### src/rtl/uart_pkg.sv
// Shared definitions for the UART CSR bank: register addresses, interrupt and
// error bit positions, RXDATA read-sequencer states and the baud divisor reset value.
package uart_pkg;

  localparam logic [3:0] ADDR_TXDATA  = 4'd0;
  localparam logic [3:0] ADDR_RXDATA  = 4'd1;
  localparam logic [3:0] ADDR_TXCTRL  = 4'd2;
  localparam logic [3:0] ADDR_RXCTRL  = 4'd3;
  localparam logic [3:0] ADDR_IE      = 4'd4;
  localparam logic [3:0] ADDR_IP      = 4'd5;
  localparam logic [3:0] ADDR_DIV     = 4'd6;
  localparam logic [3:0] ADDR_FRAME   = 4'd7;
  localparam logic [3:0] ADDR_ERRSTAT = 4'd8;
  localparam logic [3:0] ADDR_LEVEL   = 4'd9;
  localparam logic [3:0] ADDR_TIMEOUT = 4'd10;

  // IE and IP share one bit layout
  localparam int IRQ_TXWM    = 0;
  localparam int IRQ_RXWM    = 1;
  localparam int IRQ_RXERR   = 2;
  localparam int IRQ_TIMEOUT = 3;

  localparam int ERR_FRAME   = 0;
  localparam int ERR_PARITY  = 1;
  localparam int ERR_OVERRUN = 2;
  localparam int ERR_TXDROP  = 3;

  typedef enum logic [1:0] {
    RD_IDLE = 2'd0,
    RD_POP  = 2'd1,
    RD_CAP  = 2'd2
  } rd_state_e;

  function automatic logic [15:0] div_init(input int clock_freq_hz);
    return 16'(clock_freq_hz / 115200 - 1);
  endfunction

endpackage

### src/rtl/uart_rx_timeout.sv
// RX idle timeout: a prescaler of div+1 clocks per bit period feeds a bit counter;
// hit pulses once when the count reaches timeout, then the count holds until cleared.
module uart_rx_timeout (
  input  logic        clock,
  input  logic        reset,
  input  logic [15:0] div,
  input  logic [7:0]  timeout,
  input  logic        clear,
  output logic        hit
);

  logic [15:0] presc_q;
  logic [7:0]  bits_q;
  logic        tick;
  logic        expired;

  // A zero timeout is always "expired", so nothing counts and hit never fires
  assign expired = (bits_q >= timeout);
  assign tick    = (presc_q >= div);
  assign hit     = tick && !expired && (({1'b0, bits_q} + 9'd1) == {1'b0, timeout});

  always_ff @(posedge clock or negedge reset) begin
    if (!reset) begin
      presc_q <= '0;
      bits_q  <= '0;
    end else if (clear) begin
      presc_q <= '0;
      bits_q  <= '0;
    end else if (!expired) begin
      if (tick) begin
        presc_q <= '0;
        bits_q  <= bits_q + 8'd1;
      end else begin
        presc_q <= presc_q + 16'd1;
      end
    end
  end

endmodule

### src/rtl/uart_csr_bank.sv
// UART control/status register bank: configuration registers, sticky error and
// interrupt status, TX push path and a three-state sequencer for RXDATA pops.
module uart_csr_bank
  import uart_pkg::*;
#(
  parameter int FIFO_DEPTH    = 16,
  parameter int CLOCK_FREQ_HZ = 10000000,
  parameter int TIMEOUT_INIT  = 40,
  localparam int LW           = $clog2(FIFO_DEPTH + 1)
) (
  input  logic          clock,
  input  logic          reset,
  input  logic [3:0]    addr,
  input  logic [31:0]   wr_data,
  input  logic          bank_rd_en,
  input  logic          bank_wr_en,
  output logic [31:0]   rd_data,
  output logic          rd_valid,
  output logic          bank_ready,
  output logic          interrupt,
  output logic          txen,
  output logic          rxen,
  output logic          nstop,
  output logic          parity_en,
  output logic          parity_odd,
  output logic [1:0]    data_bits,
  output logic [15:0]   div,
  output logic          tx_fifo_wr_en,
  output logic [7:0]    tx_fifo_wr_data,
  output logic          rx_fifo_rd_en,
  input  logic [7:0]    rx_fifo_rd_data,
  input  logic          tx_fifo_full,
  input  logic          rx_fifo_empty,
  input  logic [LW-1:0] tx_level,
  input  logic [LW-1:0] rx_level,
  input  logic          rx_byte_done,
  input  logic          rx_frame_err,
  input  logic          rx_parity_err,
  input  logic          rx_overrun,
  output rd_state_e     rd_state
);

  localparam logic [15:0] DivInit = div_init(CLOCK_FREQ_HZ);

  // Handshake: an access is taken on any clock edge where its strobe and
  // bank_ready are both high; a read answers with a one-cycle rd_valid.
  rd_state_e   state_q, state_d;
  logic        cap;
  logic        rd_acc, wr_acc;
  logic [31:0] rd_mux;
  logic [31:0] rd_data_q;
  logic        rd_valid_q;
  logic [LW-1:0] txcnt_q, rxcnt_q;
  logic [3:0]  ie_q, errstat_q, err_set, err_clr, ip;
  logic        ip_to_q, to_hit, to_clr;
  logic [7:0]  timeout_q;
  logic        txdrop, txpush;
  logic        unused_wr_bits;

  assign unused_wr_bits = ^wr_data[31:16+LW];

  always_ff @(posedge clock or negedge reset) begin
    if (!reset) state_q <= RD_IDLE;
    else        state_q <= state_d;
  end

  always_comb begin
    state_d       = state_q;
    bank_ready    = 1'b0;
    rx_fifo_rd_en = 1'b0;
    cap           = 1'b0;
    case (state_q)
      RD_IDLE: begin
        bank_ready = 1'b1;
        if (bank_rd_en && addr == ADDR_RXDATA && !rx_fifo_empty) state_d = RD_POP;
      end
      RD_POP: begin
        rx_fifo_rd_en = 1'b1;
        state_d       = RD_CAP;
      end
      RD_CAP: begin
        cap     = 1'b1;
        state_d = RD_IDLE;
      end
      default: state_d = RD_IDLE;
    endcase
  end

  assign rd_state = state_q;
  assign rd_acc   = bank_rd_en && bank_ready;
  assign wr_acc   = bank_wr_en && bank_ready;
  assign txpush   = wr_acc && addr == ADDR_TXDATA && !tx_fifo_full;
  assign txdrop   = wr_acc && addr == ADDR_TXDATA && tx_fifo_full;

  assign err_set = {txdrop, rx_overrun, rx_parity_err, rx_frame_err};
  assign err_clr = (wr_acc && addr == ADDR_ERRSTAT) ? wr_data[3:0] : 4'd0;
  assign to_clr  = wr_acc && addr == ADDR_IP && wr_data[IRQ_TIMEOUT];

  always_comb begin
    ip              = '0;
    ip[IRQ_TXWM]    = tx_level < txcnt_q;
    ip[IRQ_RXWM]    = rx_level > rxcnt_q;
    ip[IRQ_RXERR]   = |errstat_q;
    ip[IRQ_TIMEOUT] = ip_to_q;
  end

  always_comb begin
    rd_mux = '0;
    case (addr)
      ADDR_TXDATA:  rd_mux[31] = tx_fifo_full;
      ADDR_TXCTRL:  begin rd_mux[0] = txen; rd_mux[1] = nstop; rd_mux[16+:LW] = txcnt_q; end
      ADDR_RXCTRL:  begin rd_mux[0] = rxen; rd_mux[16+:LW] = rxcnt_q; end
      ADDR_IE:      rd_mux[3:0] = ie_q;
      ADDR_IP:      rd_mux[3:0] = ip;
      ADDR_DIV:     rd_mux[15:0] = div;
      ADDR_FRAME:   rd_mux[3:0] = {parity_odd, parity_en, data_bits};
      ADDR_ERRSTAT: rd_mux[3:0] = errstat_q;
      ADDR_LEVEL:   begin rd_mux[16+:LW] = rx_level; rd_mux[0+:LW] = tx_level; end
      ADDR_TIMEOUT: rd_mux[7:0] = timeout_q;
      default:      rd_mux = '0;
    endcase
  end

  always_ff @(posedge clock or negedge reset) begin
    if (!reset) begin
      txen <= 1'b0; nstop <= 1'b0; rxen <= 1'b0;
      txcnt_q <= '0; rxcnt_q <= '0; ie_q <= '0;
      parity_en <= 1'b0; parity_odd <= 1'b0;
      data_bits <= 2'd3;
      div       <= DivInit;
      timeout_q <= 8'(TIMEOUT_INIT);
    end else if (wr_acc) begin
      case (addr)
        ADDR_TXCTRL:  begin txen <= wr_data[0]; nstop <= wr_data[1]; txcnt_q <= wr_data[16+:LW]; end
        ADDR_RXCTRL:  begin rxen <= wr_data[0]; rxcnt_q <= wr_data[16+:LW]; end
        ADDR_IE:      ie_q <= wr_data[3:0];
        ADDR_DIV:     div <= wr_data[15:0];
        ADDR_FRAME:   begin data_bits <= wr_data[1:0]; parity_en <= wr_data[2]; parity_odd <= wr_data[3]; end
        ADDR_TIMEOUT: timeout_q <= wr_data[7:0];
        default: ;
      endcase
    end
  end

  // Sticky status: a set arriving with its clear wins
  always_ff @(posedge clock or negedge reset) begin
    if (!reset) begin
      errstat_q       <= '0;
      ip_to_q         <= 1'b0;
      interrupt       <= 1'b0;
      tx_fifo_wr_en   <= 1'b0;
      tx_fifo_wr_data <= '0;
    end else begin
      errstat_q     <= (errstat_q & ~err_clr) | err_set;
      ip_to_q       <= (ip_to_q & ~to_clr) | to_hit;
      interrupt     <= |(ip & ie_q);
      tx_fifo_wr_en <= txpush;
      if (txpush) tx_fifo_wr_data <= wr_data[7:0];
    end
  end

  always_ff @(posedge clock or negedge reset) begin
    if (!reset) begin
      rd_data_q  <= '0;
      rd_valid_q <= 1'b0;
    end else begin
      rd_valid_q <= 1'b0;
      if (rd_acc && addr == ADDR_RXDATA) begin
        if (rx_fifo_empty) begin
          rd_valid_q <= 1'b1;
          rd_data_q  <= 32'h8000_0000;
        end
      end else if (rd_acc) begin
        rd_valid_q <= 1'b1;
        rd_data_q  <= rd_mux;
      end else if (cap) begin
        rd_data_q <= {24'd0, rx_fifo_rd_data};
      end
    end
  end

  // Popped byte is presented straight from the FIFO read port during CAP
  assign rd_valid = rd_valid_q || cap;
  assign rd_data  = cap ? {24'd0, rx_fifo_rd_data} : rd_data_q;

  uart_rx_timeout u_rx_timeout (
    .clock   (clock),
    .reset   (reset),
    .div     (div),
    .timeout (timeout_q),
    .clear   (rx_byte_done || rx_fifo_rd_en || rx_fifo_empty),
    .hit     (to_hit)
  );

endmodule
### config.mk
export PLATFORM = sky130hd
export DESIGN_NAME = uart_csr_bank
export DESIGN_NICKNAME = d
export VERILOG_FILES = /design/src/rtl/uart_pkg.sv /design/src/rtl/uart_rx_timeout.sv /design/src/rtl/uart_csr_bank.sv
export SDC_FILE = /design/constraint.sdc
export NUM_CORES = 1
export LEC_CHECK = 0
export BUFFER_PORTS_ARGS = -buffer_cell sky130_fd_sc_hd__buf_2
export CAP_MARGIN = 20
export CORE_MARGIN = 5
export CORE_UTILIZATION = 45
export DETAILED_ROUTE_END_ITERATION = 10
export GPL_TIMING_DRIVEN = 1
export PLACE_DENSITY = 0.77
export SLEW_MARGIN = 10
export SYNTH_ARGS = -nofsm -noshare
export SYNTH_HDL_FRONTEND = slang
export SYNTH_SLANG_ARGS = --single-unit
### constraint.sdc
create_clock -name clock -period 5.65 [get_ports clock]
set_input_delay 0.565 -clock clock [delete_from_list [all_inputs] [get_ports clock]]
set_output_delay 0.565 -clock clock [all_outputs]
set_load 0.02 [all_outputs]
==> out/qor_table.md, run 1 <==
| Step | Metric | Value |
|---|---|---|
| run status | Outcome | complete, no violations |
| routing | Count of antenna-violating nets left after detailed routing | 0 |
| setup path | Chain of cells forming the critical path | buf_2 > nand2b_1 > nor4_2 > nor2_1 > nor2_1 > a22o_1 |
| grt | Antenna violations before repair | 0 |
| sta | Normalized max-slew margin | 0.343 |
| sta | FMAX | 0.368 GHz |
| sta | Slew at the pin with the worst max-slew slack | 0.977 ns |
| setup path | CP endpoint kind | register |
| routing | DRT Wirelength | 17.8 mm |
| die | Chip Width | 132 um |
| final layout | Final core occ | 0.556 |
| sta | Maximum clock skew at final layout | 0.00830 ns |
| sta | Setup repair after global routing missed its margin | false |
| grt | Maximum number of pins on one net before global-route repair | 65 |
| die | Floorplan die area | 17500 um2 |
| final layout | Post-route cell area | 8110 um2 |
| setup path | Max incr delay on CP | 0.75 ns |
| die | Number of I/O pins | 134 |
| routing | Violation count after the first detailed-route iteration | 523 |
| final layout | Fill cell instance count of the final layout | 1260 |
| synthesis | Number of synthesized flops with an enable pin | 0 |
| synthesis | Most instantiated flip-flop cell in the synthesis netlist | sky130_fd_sc_hd__dfrtp_1 |
| sta | Final Hold Slack | 0.227 ns |
| synthesis | Adder-Cell Fraction of Synth Area | 0.0651 |
| routing | Vias | 5681 |
| flow run | Number of maximum-capacitance constraint violations | 0 |
| clock tree | Worst skew pair latency | 0.42 ns |
| routing | Via-to-Cell Ratio | 5.88 |
| sta | Max-slew violations | 0 |
| clock tree | Number of hold-repair buffers added at the cts stage | 0 |
| setup path | Count of buffer and inverter cells on the critical path | 1 |
| clock tree | H-tree levels | 4 |
| setup path | Critical Setup Path Class | in -> reg |
| power and ir drop | Leakage dissipation | 3.85 nW |
| die | Area inside the core boundary | 14600 um2 |
| clock tree | TritonCTS clock tree | done |
| synthesis | Per-instance average area after synthesis | 10.4 um2 |
| synthesis | Post-synthesis compound-gate area fraction | 0.172 |
| synthesis | Post-synthesis xor/xnor area fraction | 0.0104 |
| clock tree | Resize count post-CTS | 0 |
| clock tree | Root Driver | sky130_fd_sc_hd__clkbuf_16 |
| synthesis | Post-Synthesis Net Count | 747 |
| synthesis | Synth async-reset ratio | 1.00 |
| routing | Routed wire length per instance | 18.4 um |
| synthesis | Share of synthesized cell area in and, or, nand and nor gates | 0.165 |
| placed design | Routability congestion estimate | 0.914 |
| clock tree | Number of clock sinks | 119 |
| final layout | Diodes inserted | 0 |
| sta | Setup TNS | 0 ns |
| routing | Number of remaining DRC errors | 0 |
| final layout | Layout Area Growth over Synthesis | 20.5% |
| synthesis | Largest family of logic cells by synthesized area | compound AO/OA/AOI/OAI gates |
| power and ir drop | Worst-case vdd ir drop | 0.000263 V |
| hold path | Worst min-delay path class | in -> async |
| grt | First-pass GRT wire length | 29.1 mm |
| setup path | Cell mode on critical path | sky130_fd_sc_hd__nor2_1 |
| clock tree | Clock transition at the registers of the reported paths | 0.06 ns |
| final layout | Final Net Count | 868 |
| synthesis | Largest cells by area after synthesis | sky130_fd_sc_hd__dfrtp_1 (41%), sky130_fd_sc_hd__mux2_2 (6.5%), sky130_fd_sc_hd__ha_1 (6.5%) |
| setup path | Maximum fanout encountered on the critical timing path | 20 |
| synthesis | Cell area after technology mapping | 6730 um2 |
| synthesis | Count of distinct cell types in the synthesized netlist | 67 |
| placed design | Half-perimeter wire length of the detailed placement result | 13.2 mm |
| die | Site row count | 44 |
| sta | Clock period minus worst slack | 2.72 ns |
| setup path | Standard cell with the maximum stage delay on the critical path | sky130_fd_sc_hd__nor2_1 |
| placed design | IO buf count | 122 |
| grt | Via count of the first global-routing pass | 5453 |
| setup path | Category of the worst setup path launch point | input port |
| setup path | Worst endpoint required time | 6.00 ns |
| sta | Crit share post-route | 0.481 |
| synthesis | Mux contribution to synthesized area | 0.106 |
| synthesis | Proportion of netlist area held by the largest area contributor | 0.413 |
| placed design | Area after detailed placement | 7480 um2 |
| clock tree | Deepest clock path buffer count | 2 |
| grt | GRT overflow | 0 |
| power and ir drop | Ratio of total power to cell area | 337 nW/um2 |
| grt | Overall fraction of global-route tracks in use | 0.206 |
| synthesis | Cell type contributing the most total cell area after synthesis | sky130_fd_sc_hd__dfrtp_1 |
| setup path | CP delay by family, top | simple AND/OR/NAND/NOR gates |
| clock tree | Post-CTS setup buffer count | 0 |
| routing | Number of detailed-route iterations in the first pass | 5 |
| sta | Hold Violations, Final | 0 |
| synthesis | Synthesis Warnings | 0 |
| die | Starting Density | 0.461 |
| setup path | Data arrival time of the worst path | 3.07 ns |
| final layout | Fraction of layout instances using a drive strength above 1 | 0.280 |
| sta | Final setup violation count | 0 |
| synthesis | Sequential fraction of the synthesis area | 0.444 |
| placed design | Placed cells | 932 |
| final layout | Non-filler cells, final | 966 |
| synthesis | Post-Synthesis Cells | 648 |
| synthesis | Number of synthesized register bits | 119 |
| die | Height of the chip | 132 um |
| clock tree | Number of buffers inserted during clock tree synthesis | 17 |
kinds of logic (layout without fill, tap and decap cells):
kind of cell    count (synthesis)  after routing
compound gates                153            153
xor+xnor                        8              8
fa+ha+maj                      35             35
buf+inv                        63            197
flops                         119            119
mux                            64             64
simple gates                  206            206
Yosys cell counts, drive strengths merged (7+ instances only):
cell type / instances
and3: 7
a22o: 16
dfrtp: 111
dfstp: 8
or4: 7
nand2b: 15
buf: 12
o31ai: 10
or3: 7
nor3: 14
nor4: 8
nand2: 45
mux2: 58
nor2b: 16
a21oi: 29
nor2: 29
o21ai: 33
inv: 40
and2: 27
a211oi: 7
clkbuf: 11
nand3: 17
a211o: 7
ha: 35
final timing paths:
check,startpoint,end,slack [ns],cells past startpoint
max,addr[1],rd_data_q[11],2.93,6
min,reset,rxcnt_q[3],0.23,1
max reg2reg,div[6],u_rx_timeout.presc_q[5],2.93,8
min reg2reg,rd_data_q[31],rd_data_q[31],0.47,2
max in group asynchronous,reset,u_rx_timeout.presc_q[9],4.22,2
min in group clock,rx_overrun,errstat_q[2],0.33,2
state kept, by name, summed over array words and instances (netlist names), 2 cells and up:
signal,cells
timeout_q,8
errstat_q,4
rd_state,2
txcnt_q,5
tx_fifo_wr_data,8
data_bits,2
div,16
u_rx_timeout.bits_q,8
rd_data_q,32
u_rx_timeout.presc_q,16
ie_q,4
rxcnt_q,5
area by class of cell:
cell class              instances  area (um2)  area share
inverters                      40         150      0.0185
flip-flops and latches        119        2990       0.368
clock buffers                  18         439      0.0541
repair buffers                125         637      0.0785
clock inverters                14         174      0.0214
multi-input cells             466        3490       0.431
well taps                     184         230      0.0284
per-layer routing:
metal,vias up,track usage,wire length [um]
li1,2630,-,-
met1,2790,0.284,7950
met2,232,0.312,8170
met3,29,0.0645,1360
met4,0,0.0617,327
met5,-,0,0
metrics by stage:
stage | worst slack, ns | total power, mW
final | 2.93 | 2.73
after global routing | 2.67 | 2.87
after CTS | 2.74 | 2.75
after detailed placement | 2.56 | 1.63
after global placement | 2.54 | 1.61
after floorplan | 3.30 | 1.41
placed cells by master (no fill, tap or decap), types with 6 or more instances in the layout:
master | synthesis | final
sky130_fd_sc_hd__buf_2 | 10 | 121
sky130_fd_sc_hd__dfrtp_1 | 111 | 111
sky130_fd_sc_hd__nand2_1 | 45 | 45
sky130_fd_sc_hd__inv_1 | 40 | 40
sky130_fd_sc_hd__mux2_2 | 39 | 39
sky130_fd_sc_hd__ha_1 | 35 | 35
sky130_fd_sc_hd__a21oi_1 | 29 | 29
sky130_fd_sc_hd__nor2_1 | 27 | 27
sky130_fd_sc_hd__and2_1 | 26 | 26
sky130_fd_sc_hd__o21ai_0 | 26 | 26
sky130_fd_sc_hd__mux2_1 | 19 | 19
sky130_fd_sc_hd__nand3_1 | 17 | 17
sky130_fd_sc_hd__clkbuf_16 | 0 | 17
sky130_fd_sc_hd__nor2b_1 | 16 | 16
sky130_fd_sc_hd__a22o_1 | 16 | 16
sky130_fd_sc_hd__nand2b_1 | 15 | 15
sky130_fd_sc_hd__nor3_1 | 12 | 12
sky130_fd_sc_hd__o31ai_1 | 9 | 9
sky130_fd_sc_hd__dfstp_2 | 8 | 8
sky130_fd_sc_hd__or4_1 | 7 | 7
sky130_fd_sc_hd__and3_1 | 7 | 7
sky130_fd_sc_hd__a211oi_1 | 7 | 7
sky130_fd_sc_hd__a211o_1 | 7 | 7
sky130_fd_sc_hd__or3_1 | 7 | 7
sky130_fd_sc_hd__nor4_1 | 7 | 7
sky130_fd_sc_hd__o21ai_1 | 7 | 7
sky130_fd_sc_hd__a21o_1 | 6 | 6
sky130_fd_sc_hd__mux2i_1 | 6 | 6
power breakdown:
| group | switching (mW) | total, mW | internal [mW] |
|---|---|---|---|
| clock | 0.403 | 1.11 | 0.708 |
| sequential | 0.117 | 1.08 | 0.964 |
| combinational | 0.314 | 0.539 | 0.225 |
| total | 0.834 | 2.73 | 1.90 |
(Power assumes the default switching activity.)
==> run 2: changes to the inputs <==
--- a/config.mk
+++ b/config.mk
@@ -5,13 +5,14 @@
 export SDC_FILE = /design/constraint.sdc
 export NUM_CORES = 1
 export LEC_CHECK = 0
+export ABC_AREA = 1
 export BUFFER_PORTS_ARGS = -buffer_cell sky130_fd_sc_hd__buf_2
 export CAP_MARGIN = 20
 export CORE_MARGIN = 5
 export CORE_UTILIZATION = 45
 export DETAILED_ROUTE_END_ITERATION = 10
 export GPL_TIMING_DRIVEN = 1
-export PLACE_DENSITY = 0.77
+export PLACE_DENSITY = 0.8
 export SLEW_MARGIN = 10
 export SYNTH_ARGS = -nofsm -noshare
 export SYNTH_HDL_FRONTEND = slang
==> constraint.sdc (replaced) <==
create_clock -name clock -period 2.25 [get_ports clock]
set_input_delay 0.225 -clock clock [delete_from_list [all_inputs] [get_ports clock]]
set_output_delay 0.225 -clock clock [all_outputs]
set_load 0.02 [all_outputs]
==> out/qor_table.md, run 2 <==
| Step | Metric | Value | vs previous |
|---|---|---|---|
| run status | Outcome | complete, no violations | unchanged |
| placed design | Area after detailed placement | 7880 um2 | was 7480 um2 |
| hold path | Worst min-delay path class | in -> reg | was in -> async |
| clock tree | Root Driver | sky130_fd_sc_hd__clkbuf_16 | unchanged |
| sta | Hold Violations, Final | 0 | unchanged |
| clock tree | TritonCTS clock tree | done | unchanged |
| sta | Normalized max-slew margin | 0.575 | was 0.343 |
| hold path | Source of the worst hold timing path | rx_parity_err |  |
| setup path | Data arrival time of the worst path | 1.87 ns | was 3.07 ns |
| synthesis | Number of synthesized register bits | 119 | unchanged |
| synthesis | Synthesis Warnings | 0 | unchanged |
| routing | Via-to-Cell Ratio | 5.23 | was 5.88 |
| sta | Slew at the pin with the worst max-slew slack | 0.635 ns | was 0.977 ns |
| synthesis | Proportion of netlist area held by the largest area contributor | 0.395 | was 0.413 |
| setup path | CP endpoint kind | primary output | was register |
| clock tree | Number of buffers inserted during clock tree synthesis | 17 | unchanged |
| power and ir drop | Post-route total power | 7.20 mW | was 2.73 mW |
| routing | Highest metal layer with signal wires | met4 | unchanged |
| routing | Number of detailed-route iterations in the first pass | 6 | was 5 |
| grt | First-pass GRT wire length | 31.7 mm | was 29.1 mm |
| final layout | Post-route cell area | 8620 um2 | was 8110 um2 |
| synthesis | Post-synthesis compound-gate area fraction | 0.112 | was 0.172 |
| synthesis | Largest cells by area after synthesis | sky130_fd_sc_hd__dfrtp_1 (40%), sky130_fd_sc_hd__nand2_1 (13%), sky130_fd_sc_hd__inv_1 (6.3%) | was sky130_fd_sc_hd__dfrtp_1 (41%), sky130_fd_sc_hd__mux2_2 (6.5%), sky130_fd_sc_hd__ha_1 (6.5%) |
| clock tree | Deepest clock path buffer count | 2 | unchanged |
| final layout | Largest register by flop count | rd_data_q | unchanged |
| clock tree | Post-CTS setup buffer count | 0 | unchanged |
| final layout | Layout Area Growth over Synthesis | 22.8% | was 20.5% |
| power and ir drop | Worst-case vdd ir drop | 0.000801 V | was 0.000263 V |
| routing | Met3 wire len | 1.57 mm | was 1.36 mm |
| clock tree | Number of clock sinks | 119 | unchanged |
| synthesis | Number of synthesized flops with an enable pin | 0 | unchanged |
| routing | DRT Wirelength | 19.4 mm | was 17.8 mm |
| clock tree | Worst skew pair latency | 0.42 ns | about the same |
| sta | FMAX | 0.477 GHz |  |
| sta | Final setup violation count | 0 | unchanged |
| synthesis | Cell types with the highest counts after synthesis | sky130_fd_sc_hd__nand2_1 (236), sky130_fd_sc_hd__inv_1 (118), sky130_fd_sc_hd__dfrtp_1 (111) | was sky130_fd_sc_hd__dfrtp_1 (111), sky130_fd_sc_hd__nand2_1 (45), sky130_fd_sc_hd__inv_1 (40) |
| setup path | Standard cell with the maximum stage delay on the critical path | sky130_fd_sc_hd__dfrtp_1 | was sky130_fd_sc_hd__nor2_1 |
| setup path | Maximum fanout encountered on the critical timing path | 17 | was 20 |
| flow run | Number of maximum-capacitance constraint violations | 0 | unchanged |
| grt | Maximum number of pins on one net before global-route repair | 49 | was 65 |
| synthesis | Cell area after technology mapping | 7020 um2 | was 6730 um2 |
| synthesis | Most instantiated flip-flop cell in the synthesis netlist | sky130_fd_sc_hd__dfrtp_1 | unchanged |
| final layout | Flip-flop count of the largest register after layout | 32 | unchanged |
| synthesis | Adder-Cell Fraction of Synth Area | 0.0623 | was 0.0651 |
| die | Number of I/O pins | 134 | unchanged |
| placed design | Routability congestion estimate | 0.940 | was 0.914 |
| grt | GRT overflow | 0 | unchanged |
| sta | Crit share post-route | 0.932 |  |
| die | Height of the chip | 135 um | was 132 um |
| setup path | Crit path launch | rd_state[0] | was addr[1] |
| setup path | Chain of cells forming the critical path | inv_1 > nand2_1 > inv_4 > buf_4 > buf_4 > nor2_1 > buf_2 | was buf_2 > nand2b_1 > nor4_2 > nor2_1 > nor2_1 > a22o_1 |
| routing | Number of remaining DRC errors | 0 | unchanged |
| clock tree | H-tree levels | 4 | unchanged |
| final layout | Final Net Count | 1123 | was 868 |
| synthesis | Largest family of logic cells by synthesized area | simple AND/OR/NAND/NOR gates | was compound AO/OA/AOI/OAI gates |
| die | Chip Width | 135 um | was 132 um |
| sta | Setup repair after global routing missed its margin | false | unchanged |
| setup path | Reg-to-reg startpoint | timeout_q[5] | was div[6] |
| synthesis | Share of synthesized cell area in and, or, nand and nor gates | 0.281 | was 0.165 |
| sta | Maximum clock skew at final layout | 0.00731 ns | was 0.00830 ns |
| routing | Violation count after the first detailed-route iteration | 594 | was 523 |
| final layout | Commonest non-fill, non-tap cells in the layout | sky130_fd_sc_hd__nand2_1 (236), sky130_fd_sc_hd__buf_2 (121), sky130_fd_sc_hd__inv_1 (118) | was sky130_fd_sc_hd__buf_2 (121), sky130_fd_sc_hd__dfrtp_1 (111), sky130_fd_sc_hd__nand2_1 (45) |
| sta | Max-slew violations | 0 | unchanged |
| die | Starting Density | 0.460 | was 0.461 |
| placed design | Half-perimeter wire length of the detailed placement result | 14.3 mm | was 13.2 mm |
| clock tree | Clock transition at the registers of the reported paths | 0.06 ns | about the same |
| final layout | Final core occ | 0.565 | was 0.556 |
| die | Area inside the core boundary | 15300 um2 | was 14600 um2 |
| synthesis | Most frequent cell after synthesis | sky130_fd_sc_hd__nand2_1 | was sky130_fd_sc_hd__dfrtp_1 |
| setup path | Critical Setup Path Class | reg -> out | was in -> reg |
| routing | Routed wire length per instance | 15.6 um | was 18.4 um |
| sta | Clock period minus worst slack | 2.10 ns |  |
| final layout | Commonest non-fill, non-tap cell in the layout | sky130_fd_sc_hd__nand2_1 | was sky130_fd_sc_hd__buf_2 |
| synthesis | Per-instance average area after synthesis | 7.90 um2 | was 10.4 um2 |
| routing | Met1 wire length | 8.40 mm | was 7.95 mm |
| setup path | CP delay by family, top | buffers and inverters | was simple AND/OR/NAND/NOR gates |
| power and ir drop | Ratio of total power to cell area | 834 nW/um2 | was 337 nW/um2 |
| placed design | IO buf count | 122 | unchanged |
| synthesis | Sequential fraction of the synthesis area | 0.425 | was 0.444 |
| setup path | Category of the worst setup path launch point | register | was input port |
| final layout | Diodes inserted | 0 | unchanged |
| routing | Met2 wire length | 8.99 mm | was 8.17 mm |
| grt | Via count of the first global-routing pass | 6167 | was 5453 |
| synthesis | Post-Synthesis Cells | 889 | was 648 |
| setup path | Cell mode on critical path | sky130_fd_sc_hd__buf_4 | was sky130_fd_sc_hd__nor2_1 |
| die | Site row count | 45 | was 44 |
| synthesis | Synth async-reset ratio | 1.00 | unchanged |
| final layout | Largest registers | rd_data_q x32, div x16, u_rx_timeout.presc_q x16 | unchanged |
| routing | Vias | 6522 | was 5681 |
| routing | Count of antenna-violating nets left after detailed routing | 0 | unchanged |
| grt | Overall fraction of global-route tracks in use | 0.219 | was 0.206 |
| synthesis | Mux contribution to synthesized area | 0.00143 | was 0.106 |
| power and ir drop | Leakage dissipation | 4.57 nW | was 3.85 nW |
| synthesis | Post-Synthesis Net Count | 988 | was 747 |
| die | Floorplan die area | 18200 um2 | was 17500 um2 |
| grt | Antenna violations before repair | 0 | unchanged |
| synthesis | Cell type contributing the most total cell area after synthesis | sky130_fd_sc_hd__dfrtp_1 | unchanged |
| final layout | Fraction of layout instances using a drive strength above 1 | 0.229 | was 0.280 |
| setup path | Worst endpoint required time | 2.03 ns | was 6.00 ns |
| setup path | Max incr delay on CP | 0.42 ns | was 0.75 ns |
| synthesis | Post-synthesis xor/xnor area fraction | 0.0212 | was 0.0104 |
| setup path | Count of buffer and inverter cells on the critical path | 5 | was 1 |
| synthesis | Count of distinct cell types in the synthesized netlist | 50 | was 67 |
| sta | Setup TNS | 0 ns | unchanged |
run 2: per-stage QoR:
step,instances,hold WS (ns),worst slack (ns)
floorplan,889,-0.0706,0.340
global placement,1213,0.195,0.244
detailed placement,1213,0.201,0.206
CTS,1248,0.00410,0.0491
global route,1248,0.0155,0.00155
finish,1248,0.0148,0.153
run 2: worst register-to-register path, delay by kind of cell (launching register included):
family | cells | cell delay [ns]
flip-flops | 1 | 0.54
AO/OA/AOI/OAI | 2 | 0.34
buffers and inverters | 3 | 0.42
adder cells (fa/ha/maj) | 1 | 0.32
AND/OR/NAND/NOR | 4 | 0.35
run 2: worst paths after layout:
path,to,slack [ns],depth (start not counted)
worst max-delay path,rd_data[24],0.15,7
worst min-delay path,errstat_q[1],0.01,2
worst max register to register,u_rx_timeout.presc_q[9],0.20,10
worst min register to register,rd_data_q[30],0.49,2
max in group asynchronous,data_bits[0],1.29,3
min in group asynchronous,rd_data_q[15],0.29,2
run 2: cell families (layout without fill, tap and decap cells):
| logic type | count (synthesis) | in the layout |
|---|---|---|
| fa+ha+maj | 35 | 35 |
| mux | 1 | 1 |
| buf+inv | 154 | 302 |
| compound gates | 129 | 129 |
| simple gates | 434 | 434 |
| flops | 119 | 119 |
| xor+xnor | 17 | 17 |
run 2: power breakdown:
group / leakage [nW] / internal [mW] / switching [mW]
sequential: 1.53 / 2.40 / 0.199
combinational: 2.70 / 0.451 / 0.882
clock: 0.338 / 2.23 / 1.03
run 2: metal layers:
metal / GRT usage / up-vias
met5: 0 / -
met4: 0.0789 / 0
met3: 0.0503 / 36
met2: 0.347 / 301
met1: 0.295 / 3032
li1: - / 3153
run 2: layout make-up:
class                           instances  area (um2)
Sequential cell                       119        2990
Clock inverter                         14         269
Inverter                              130         500
Fill cell                            1387        6630
Multi-Input combinational cell        616        3360
Clock buffer                           18         439
Timing Repair Buffer                  140         806
Tap cell                              211         264
run 2: repair_timing:
item / CTS / global route
gates resized for setup: 0 / 4
endpoints found under the hold margin: 28 / 0
endpoints found under the setup margin: 0 / 17
hold buffers: 3 / 0
